===== config.mk =====
export PLATFORM = sky130hd
export DESIGN_NAME = mux2_rr_arbiter
export DESIGN_NICKNAME = d
export VERILOG_FILES = /design/src/rtl/mux2_rr_arbiter.sv
export SDC_FILE = /design/constraint.sdc
export NUM_CORES = 1
export LEC_CHECK = 0
export BUFFER_PORTS_ARGS = -buffer_cell sky130_fd_sc_hd__buf_2
export CAP_MARGIN = 0
export CORE_UTILIZATION = 49
export DETAILED_ROUTE_END_ITERATION = 10
export PLACE_DENSITY_LB_ADDON = 0.08
export SETUP_SLACK_MARGIN = 0.15
export SLEW_MARGIN = 30
export SYNTH_ARGS = -nofsm -noshare
export SYNTH_HDL_FRONTEND = slang
export SYNTH_SLANG_ARGS = --single-unit

===== constraint.sdc =====
create_clock -name clk -period 2.2 [get_ports clk]
set_input_delay 0.22 -clock clk [delete_from_list [all_inputs] [get_ports clk]]
set_output_delay 0.22 -clock clk [all_outputs]
set_load 0.01 [all_outputs]

===== src/rtl/mux2_rr_arbiter.sv =====
// Two-requester round-robin arbiter driving a shared 4-bit 2:1 mux path.
// A grant is held while its owner keeps requesting. If the other side is
// waiting, the grant is preempted after HOLD_CYCLES consecutive cycles.
// The selected data is registered onto bus_out, qualified by bus_valid.
module mux2_rr_arbiter #(
  parameter int unsigned HOLD_CYCLES = 4,
  parameter int unsigned CNT_W       = 4
) (
  input  logic       clk,
  input  logic       rst,
  input  logic       req_a,
  input  logic       req_b,
  input  logic [3:0] data_a,
  input  logic [3:0] data_b,
  output logic       grant_a,
  output logic       grant_b,
  output logic       sel,
  output logic [3:0] bus_out,
  output logic       bus_valid
);

  typedef enum logic [1:0] {
    StIdle = 2'd0,
    StGntA = 2'd1,
    StGntB = 2'd2
  } state_e;

  // Last tenure cycle before a waiting requester takes over.
  localparam logic [CNT_W-1:0] CntMax = CNT_W'(HOLD_CYCLES - 1);

  state_e           state_q, state_d;
  logic [CNT_W-1:0] cnt_q, cnt_d;
  // Owner of the most recent grant: 0 = A, 1 = B.
  logic             last_q, last_d;
  logic             sel_q, sel_d;
  logic [3:0]       bus_out_q, bus_out_d;
  logic             bus_valid_q, bus_valid_d;
  logic             enter_grant;

  // Next-state arbitration, tenure counting and mux-select tracking.
  always_comb begin
    state_d = state_q;
    cnt_d   = cnt_q;
    last_d  = last_q;
    sel_d   = sel_q;

    unique case (state_q)
      StIdle: begin
        if (req_a && req_b) begin
          state_d = last_q ? StGntA : StGntB;
        end else if (req_a) begin
          state_d = StGntA;
        end else if (req_b) begin
          state_d = StGntB;
        end
      end
      StGntA: begin
        if (!req_a) begin
          state_d = req_b ? StGntB : StIdle;
        end else if (req_b && (cnt_q == CntMax)) begin
          state_d = StGntB;
        end
      end
      StGntB: begin
        if (!req_b) begin
          state_d = req_a ? StGntA : StIdle;
        end else if (req_a && (cnt_q == CntMax)) begin
          state_d = StGntA;
        end
      end
      default: state_d = StIdle;
    endcase

    enter_grant = (state_d != StIdle) && (state_d != state_q);

    if (enter_grant) begin
      cnt_d  = '0;
      last_d = (state_d == StGntB);
      sel_d  = (state_d == StGntB);
    end else if (state_q != StIdle) begin
      // Saturate so a lone requester keeps the grant indefinitely.
      cnt_d = (cnt_q == CntMax) ? cnt_q : cnt_q + CNT_W'(1);
    end
  end

  // Datapath: capture the selected source only while a grant is active.
  always_comb begin
    bus_out_d   = bus_out_q;
    bus_valid_d = (state_q != StIdle);
    if (state_q != StIdle) begin
      bus_out_d = sel_q ? data_b : data_a;
    end
  end

  // State and datapath registers with synchronous active-high reset.
  always_ff @(posedge clk) begin
    if (rst) begin
      state_q     <= StIdle;
      cnt_q       <= '0;
      last_q      <= 1'b1;
      sel_q       <= 1'b0;
      bus_out_q   <= 4'h0;
      bus_valid_q <= 1'b0;
    end else begin
      state_q     <= state_d;
      cnt_q       <= cnt_d;
      last_q      <= last_d;
      sel_q       <= sel_d;
      bus_out_q   <= bus_out_d;
      bus_valid_q <= bus_valid_d;
    end
  end

  assign grant_a   = (state_q == StGntA);
  assign grant_b   = (state_q == StGntB);
  assign sel       = sel_q;
  assign bus_out   = bus_out_q;
  assign bus_valid = bus_valid_q;

endmodule


==> results of run 1 <==
[cells in the mapped netlist (all sizes together) (2+ instances only)]
master / count / area, um^2
dfxtp: 13 / 260
a21oi: 4 / 27.5
nor3b: 2 / 15.0
o21ai: 4 / 20.0
inv: 4 / 15.0
nand2: 3 / 11.3
buf: 5 / 30.0
a211oi: 8 / 60.1
nor2: 7 / 26.3
nor2b: 3 / 18.8
mux2i: 4 / 40.0
or3b: 2 / 17.5
and4bb: 2 / 25.0
[metrics by stage]
step	hold WS, ns	utilization	total power [mW]
floorplan	0.298	-	0.343
global placement	0.460	0.601	0.374
detailed placement	0.459	0.601	0.375
CTS	0.169	0.621	0.519
global route	0.179	0.621	0.545
finish	0.169	0.621	0.516
[power by group]
group          internal (mW)  leakage, nW  total (mW)  switching [mW]
Sequential             0.252        0.107       0.269          0.0174
Clock                 0.0701       0.0150       0.145          0.0754
Combinational         0.0487        0.228       0.101          0.0527
Total                  0.370        0.350       0.516           0.145
[state kept, by name, indices dropped and copies added, names as in the netlist]
register   count
sel            1
state_q        2
cnt_q          4
bus_valid      1
bus_out        4
last_q         1
[per-layer routing]
metal,global-route usage,routed length (um),vias up
met4,0.0750,0,0
met5,0,0,-
met1,0.275,722,288
met3,0.0333,40,0
li1,-,-,323
met2,0.270,622,12
[worst max-delay path, stage by stage (launching register included)]
cell     delay, ns
dfxtp_1       0.38
ha_1          0.23
or3b_1        0.49
a22oi_1       0.41
o32ai_1       0.13
[cell type report]
type                    instances  share of cell area
clock buffers                   4              0.0317
well taps                      15              0.0227
repair buffers                 19               0.115
multi-input cells              56               0.498
flip-flops and latches         13               0.314
inverters                       4              0.0181
[path summary, 6_finish.rpt]
path,startpoint,to,slack [ns],cells after the start
setup / recovery,cnt_q[0],sel,0.43,4
hold / removal,req_a,state_q[1],0.17,2
setup reg to reg,cnt_q[0],sel,0.43,4
hold reg to reg,bus_out[1],bus_out[1],0.50,2
[kinds of logic (layout without fill, tap and decap cells)]
| logic type | after synthesis | count (layout) | share of synthesized area |
|---|---|---|---|
| simple gates | 26 | 26 | 0.218 |
| compound gates | 24 | 24 | 0.269 |
| flops | 13 | 13 | 0.360 |
| buf+inv | 10 | 27 | 0.0676 |
| mux | 4 | 4 | 0.0555 |
| fa+ha+maj | 1 | 1 | 0.0173 |
| xor+xnor | 1 | 1 | 0.0121 |
==> summary.md, run 1 <==
| Metric | Value |
|---|---|
| Ys flop type | dfxtp_1 |
| H-tree Lvls | 1 |
| Max-slew violation count | 0 |
| Sequential area share after synthesis | 0.360 |
| I/O pin count | 20 |
| Crit path required time | 2.34 ns |
| Global-route wire length before repair | 2.05 mm |
| CTS tree | yes |
| Avg Inst Size Synth | 9.14 um^2 |
| Placed cell count | 107 |
| Area of the multi-input gates | about 410 um^2 |
| Vias in the first global route | 461 |
| Slew margin rel. | 0.710 |
| Vias | 623 |
| Net count after synthesis | 92 |
| Skew final | 0.00787 ns |
| Cts repair resizes | 0 |
| Routed Antenna Nets | 0 |
| Critical path arrival | 1.92 ns |
| CP endpoint kind | register |
| Fill cell count | 109 |
| RSZ-0062 raised after global routing | false |
| Post-synth EDFFs | 0 |
| Register area | 260 um^2 |
| Pre-antenna DRT Iters | 4 |
| Core outline area | roughly 1300 um^2 |
| Clock transition at the registers of the reported paths | 0.08 ns |
| Final period util | 0.806 |
| Cell count after synthesis | just under 80 |
| Ant. Diodes | 0 |
| Area of the die | 1630 um^2 |
| Worst-Skew Late Latency | 0.27 ns |
| Setup violators final | 0 |
| Worst setup margin | between 0.4 and 0.5 ns |
| Total GRT Usage | 0.189 |
| Leakage | about 0.35 nW |
| Fin crit period | 1.77 ns |
| Critical path type | reg2reg |
| Synth-to-Final Area Change | 14.7% |
| Final Non-Filler Cells | roughly 110 |
| Synth cell types | 34 |
| Die Wd | between 40 and 50 um |
| DRC | 0 |
| Cell area after layout | 828 um^2 |
| Setup TNS | 0 ns |
| Most common cell after layout, fill and taps aside | buf_2 |
| Clock sink count | 13 |
| P per Cell Area | around 620 nW/um^2 |
| Routed WL | 1.39 mm |
| Fmax | 564 MHz |
| Max cap viols | 0 |
| Worst-margin pin slew | about 0.43 ns |
| Post-CTS Setup Inserts | 0 |
| Num rows | 13 |
| Largest net degree at the start of global routing | 14 |
| Wirelength per Cell | around 12 um |
| Vias per cell | 5.61 |
| Startpoint Class | register |
| Most frequent cells in the layout | buf_2 (19), dfxtp_1 (13), a211oi_1 (8), nor2_1 (7) |
| Async S/R FF share, synth | 0 |
| Yosys reg bits | 13 |
| Outcome | completed |
| Peak supply drop | between 300 and 400 uV |
| CTS root buf | clkbuf_4 |
| CTS Buffer Depth | 2 |
| Final net count | 110 |
| # hold bufs at CTS | 0 |
| TritonCTS Buffers | 3 |
| 1st-iter DRT viols | 20 |
| Routability congestion estimate | 0.877 |
| Mapped cell area | 722 um^2 |
| Dpl hpwl | 1.02 mm |
| Yosys warns | 0 |
| PortBufs | 19 |
| Pre-CTS setup slack | 0.489 ns |
| Total gr overflow | 0 |
| Antenna violations before repair | 0 |
| Fin. Hold Viols | 0 |
| Layout cells sized above 1 | 0.302 |
| CP max FO | 6 |
| Die Height | just over 40 um |
| Initial Utilization | 0.541 |
| Post-place instance area | 802 um^2 |
| Min-delay worst type | in2reg |
Power figures use the tool's default switching activity.
==> run 2, diff against run 1 <==
CORE_UTILIZATION = 44   (was 49)
clock period = 1.6 ns   (was 2.2 ns; I/O delays follow)
==> run 2 against run 1 <==
  * Critical path depth stayed put
  * Die area increased by 11%
  * First-iteration DRC count fell by 35%
  * Total power increased by 42%
  * Core utilization shrank 1.3 points
  * Global-route usage increased by 1.5 points
  * Critical endpoint unchanged
==> summary.md, run 2 (synthesized netlist as in run 1, its figures left out) <==
| Metric | Value |
|---|---|
| Outcome | completed |
| CTS tree | yes |
| Vias | 653 |
| Final hold slack | 0.113 ns |
| Util after Layout | 0.608 |
| Worst reg-to-reg setup slack | 0.06 ns |
| Register area | 264 um^2 |
| Crit path required time | 1.76 ns |
| H-tree Lvls | 1 |
| Die Height | 42.5 um |
| Initial Utilization | 0.474 |
| Fin crit period | 1.54 ns |
| DRC | 0 |
| Global-route wire length before repair | 2.66 mm |
| Most frequent cells in the layout | buf_2 (19), dfxtp_1 (10), buf_4 (8), nor2_1 (7), a211oi_1 (7) |
| Largest net degree at the start of global routing | 10 |
| Pre-antenna DRT Iters | 4 |
| Max cap viols | 0 |
| Total GRT Usage | 0.204 |
| Worst-margin pin slew | approximately 0.35 ns |
| I/O pin count | 20 |
| Ant. Diodes | 0 |
| Placed cell count | 112 |
| PortBufs | 19 |
| Fin. Hold Viols | 0 |
| Critical path type | reg2reg |
| Core outline area | 1520 um^2 |
| Fmax | ~650 MHz |
| P per Cell Area | just under 800 nW/um^2 |
| 1st-iter DRT viols | 13 |
| Most common cell after layout, fill and taps aside | buf_2 |
| CTS root buf | clkbuf_4 |
| Clock transition at the registers of the reported paths | 0.08 ns |
| Min-delay worst type | in2reg |
| CP max FO | 5 |
| Vias per cell | 5.44 |
| Worst Hold End | state_q[1] |
| Worst setup margin | 0.0642 ns |
| Reg-to-Reg End | sel |
| Area of the die | 1810 um^2 |
| Total gr overflow | 0 |
| Reg2reg path depth | 4 |
| Skew final | around 0.0028 ns |
| Vias in the first global route | 572 |
| Worst Hold Path Cells | 2 |
| Wirelength per Cell | ~13 um |
| Die Wd | between 40 and 50 um |
| CP endpoint kind | register |
| Critical path arrival | 1.70 ns |
| Area of the multi-input gates | 445 um^2 |
| Setup violators final | 0 |
| Final period util | 0.960 |
| Max-slew violation count | 0 |
| Routability congestion estimate | 0.828 |
| Pre-CTS setup slack | -0.00763 ns |
| Clock sink count | 13 |
| Worst-Skew Late Latency | 0.28 ns |
| Worst r2r src | cnt_q[0] |
| Num rows | 14 |
| CTS Buffer Depth | 2 |
| Final net count | 118 |
| Synth-to-Final Area Change | 28.2% |
| Hold path startpoint | req_a |
| Peak supply drop | 634 uV |
| # hold bufs at CTS | 0 |
| Routed WL | 1.53 mm |
| Final Non-Filler Cells | 120 |
| Routed Antenna Nets | 0 |
| TritonCTS Buffers | 3 |
| Slew margin rel. | 0.765 |
| Leakage | 0.396 nW |
| Fill cell count | between 100 and 150 |
| Startpoint Class | register |
| RSZ-0062 raised after global routing | true |
| Layout cells sized above 1 | 0.433 |
| Antenna violations before repair | 0 |
| Dpl hpwl | 1.10 mm |
## run 2: worst max-delay path, cell delays in order (launching register included)
cell	delay [ns]
dfxtp_2	0.36
ha_4	0.13
or3b_4	0.42
a221oi_4	0.37
o32ai_2	0.13
## run 2: report_power, final
part,internal [mW],switching [mW]
logic,0.0766,0.0828
registers,0.347,0.0198
clock network,0.0967,0.108
## run 2: area by class of cell
| cell class | count | share of cell area |
|---|---|---|
| Sequential cell | 13 | 0.285 |
| Tap cell | 16 | 0.0216 |
| Multi-Input combinational cell | 56 | 0.481 |
| Inverter | 4 | 0.0162 |
| Clock buffer | 4 | 0.0284 |
| Timing Repair Buffer | 27 | 0.168 |
## run 2: how the worst max path moves through the flow
stage | startpoint | to | slack [ns] | cells past startpoint
2_1_floorplan | cnt_q[1] | sel | 0.11 | 5
3_3_place_gp | cnt_q[1] | sel | 0.03 | 4
3_5_place_dp | cnt_q[0] | sel | -0.008 | 4
4_1_cts | cnt_q[0] | sel | 0.08 | 4
5_1_grt | cnt_q[0] | sel | -0.008 | 4
6_report | cnt_q[0] | sel | 0.06 | 4
## run 2: layer usage
layer | global-route usage | wire length, um | vias up
li1 | - | - | 341
met1 | 0.277 | 733 | 294
met2 | 0.292 | 696 | 14
met3 | 0.0517 | 71 | 4
met4 | 0.113 | 24 | 0
met5 | 0 | 0 | -
## run 2: what timing repair did
item / in CTS / in global routing
gates cloned: 0 / 0
buffers inserted: 3 / 1
setup endpoints to repair: 7 / 8
pin swaps: 4 / 5
gates resized for setup: 1 / 3
## run 2: per-stage QoR
step | TNS (ns) | power (mW) | instance area, um^2
after detailed placement | -0.00763 | 0.525 | 853
after CTS | 0 | 0.732 | 905
after global routing | -0.00802 | 0.775 | 926
final | 0 | 0.731 | 926
after floorplan | 0 | 0.475 | 742
after global placement | 0 | 0.524 | 853
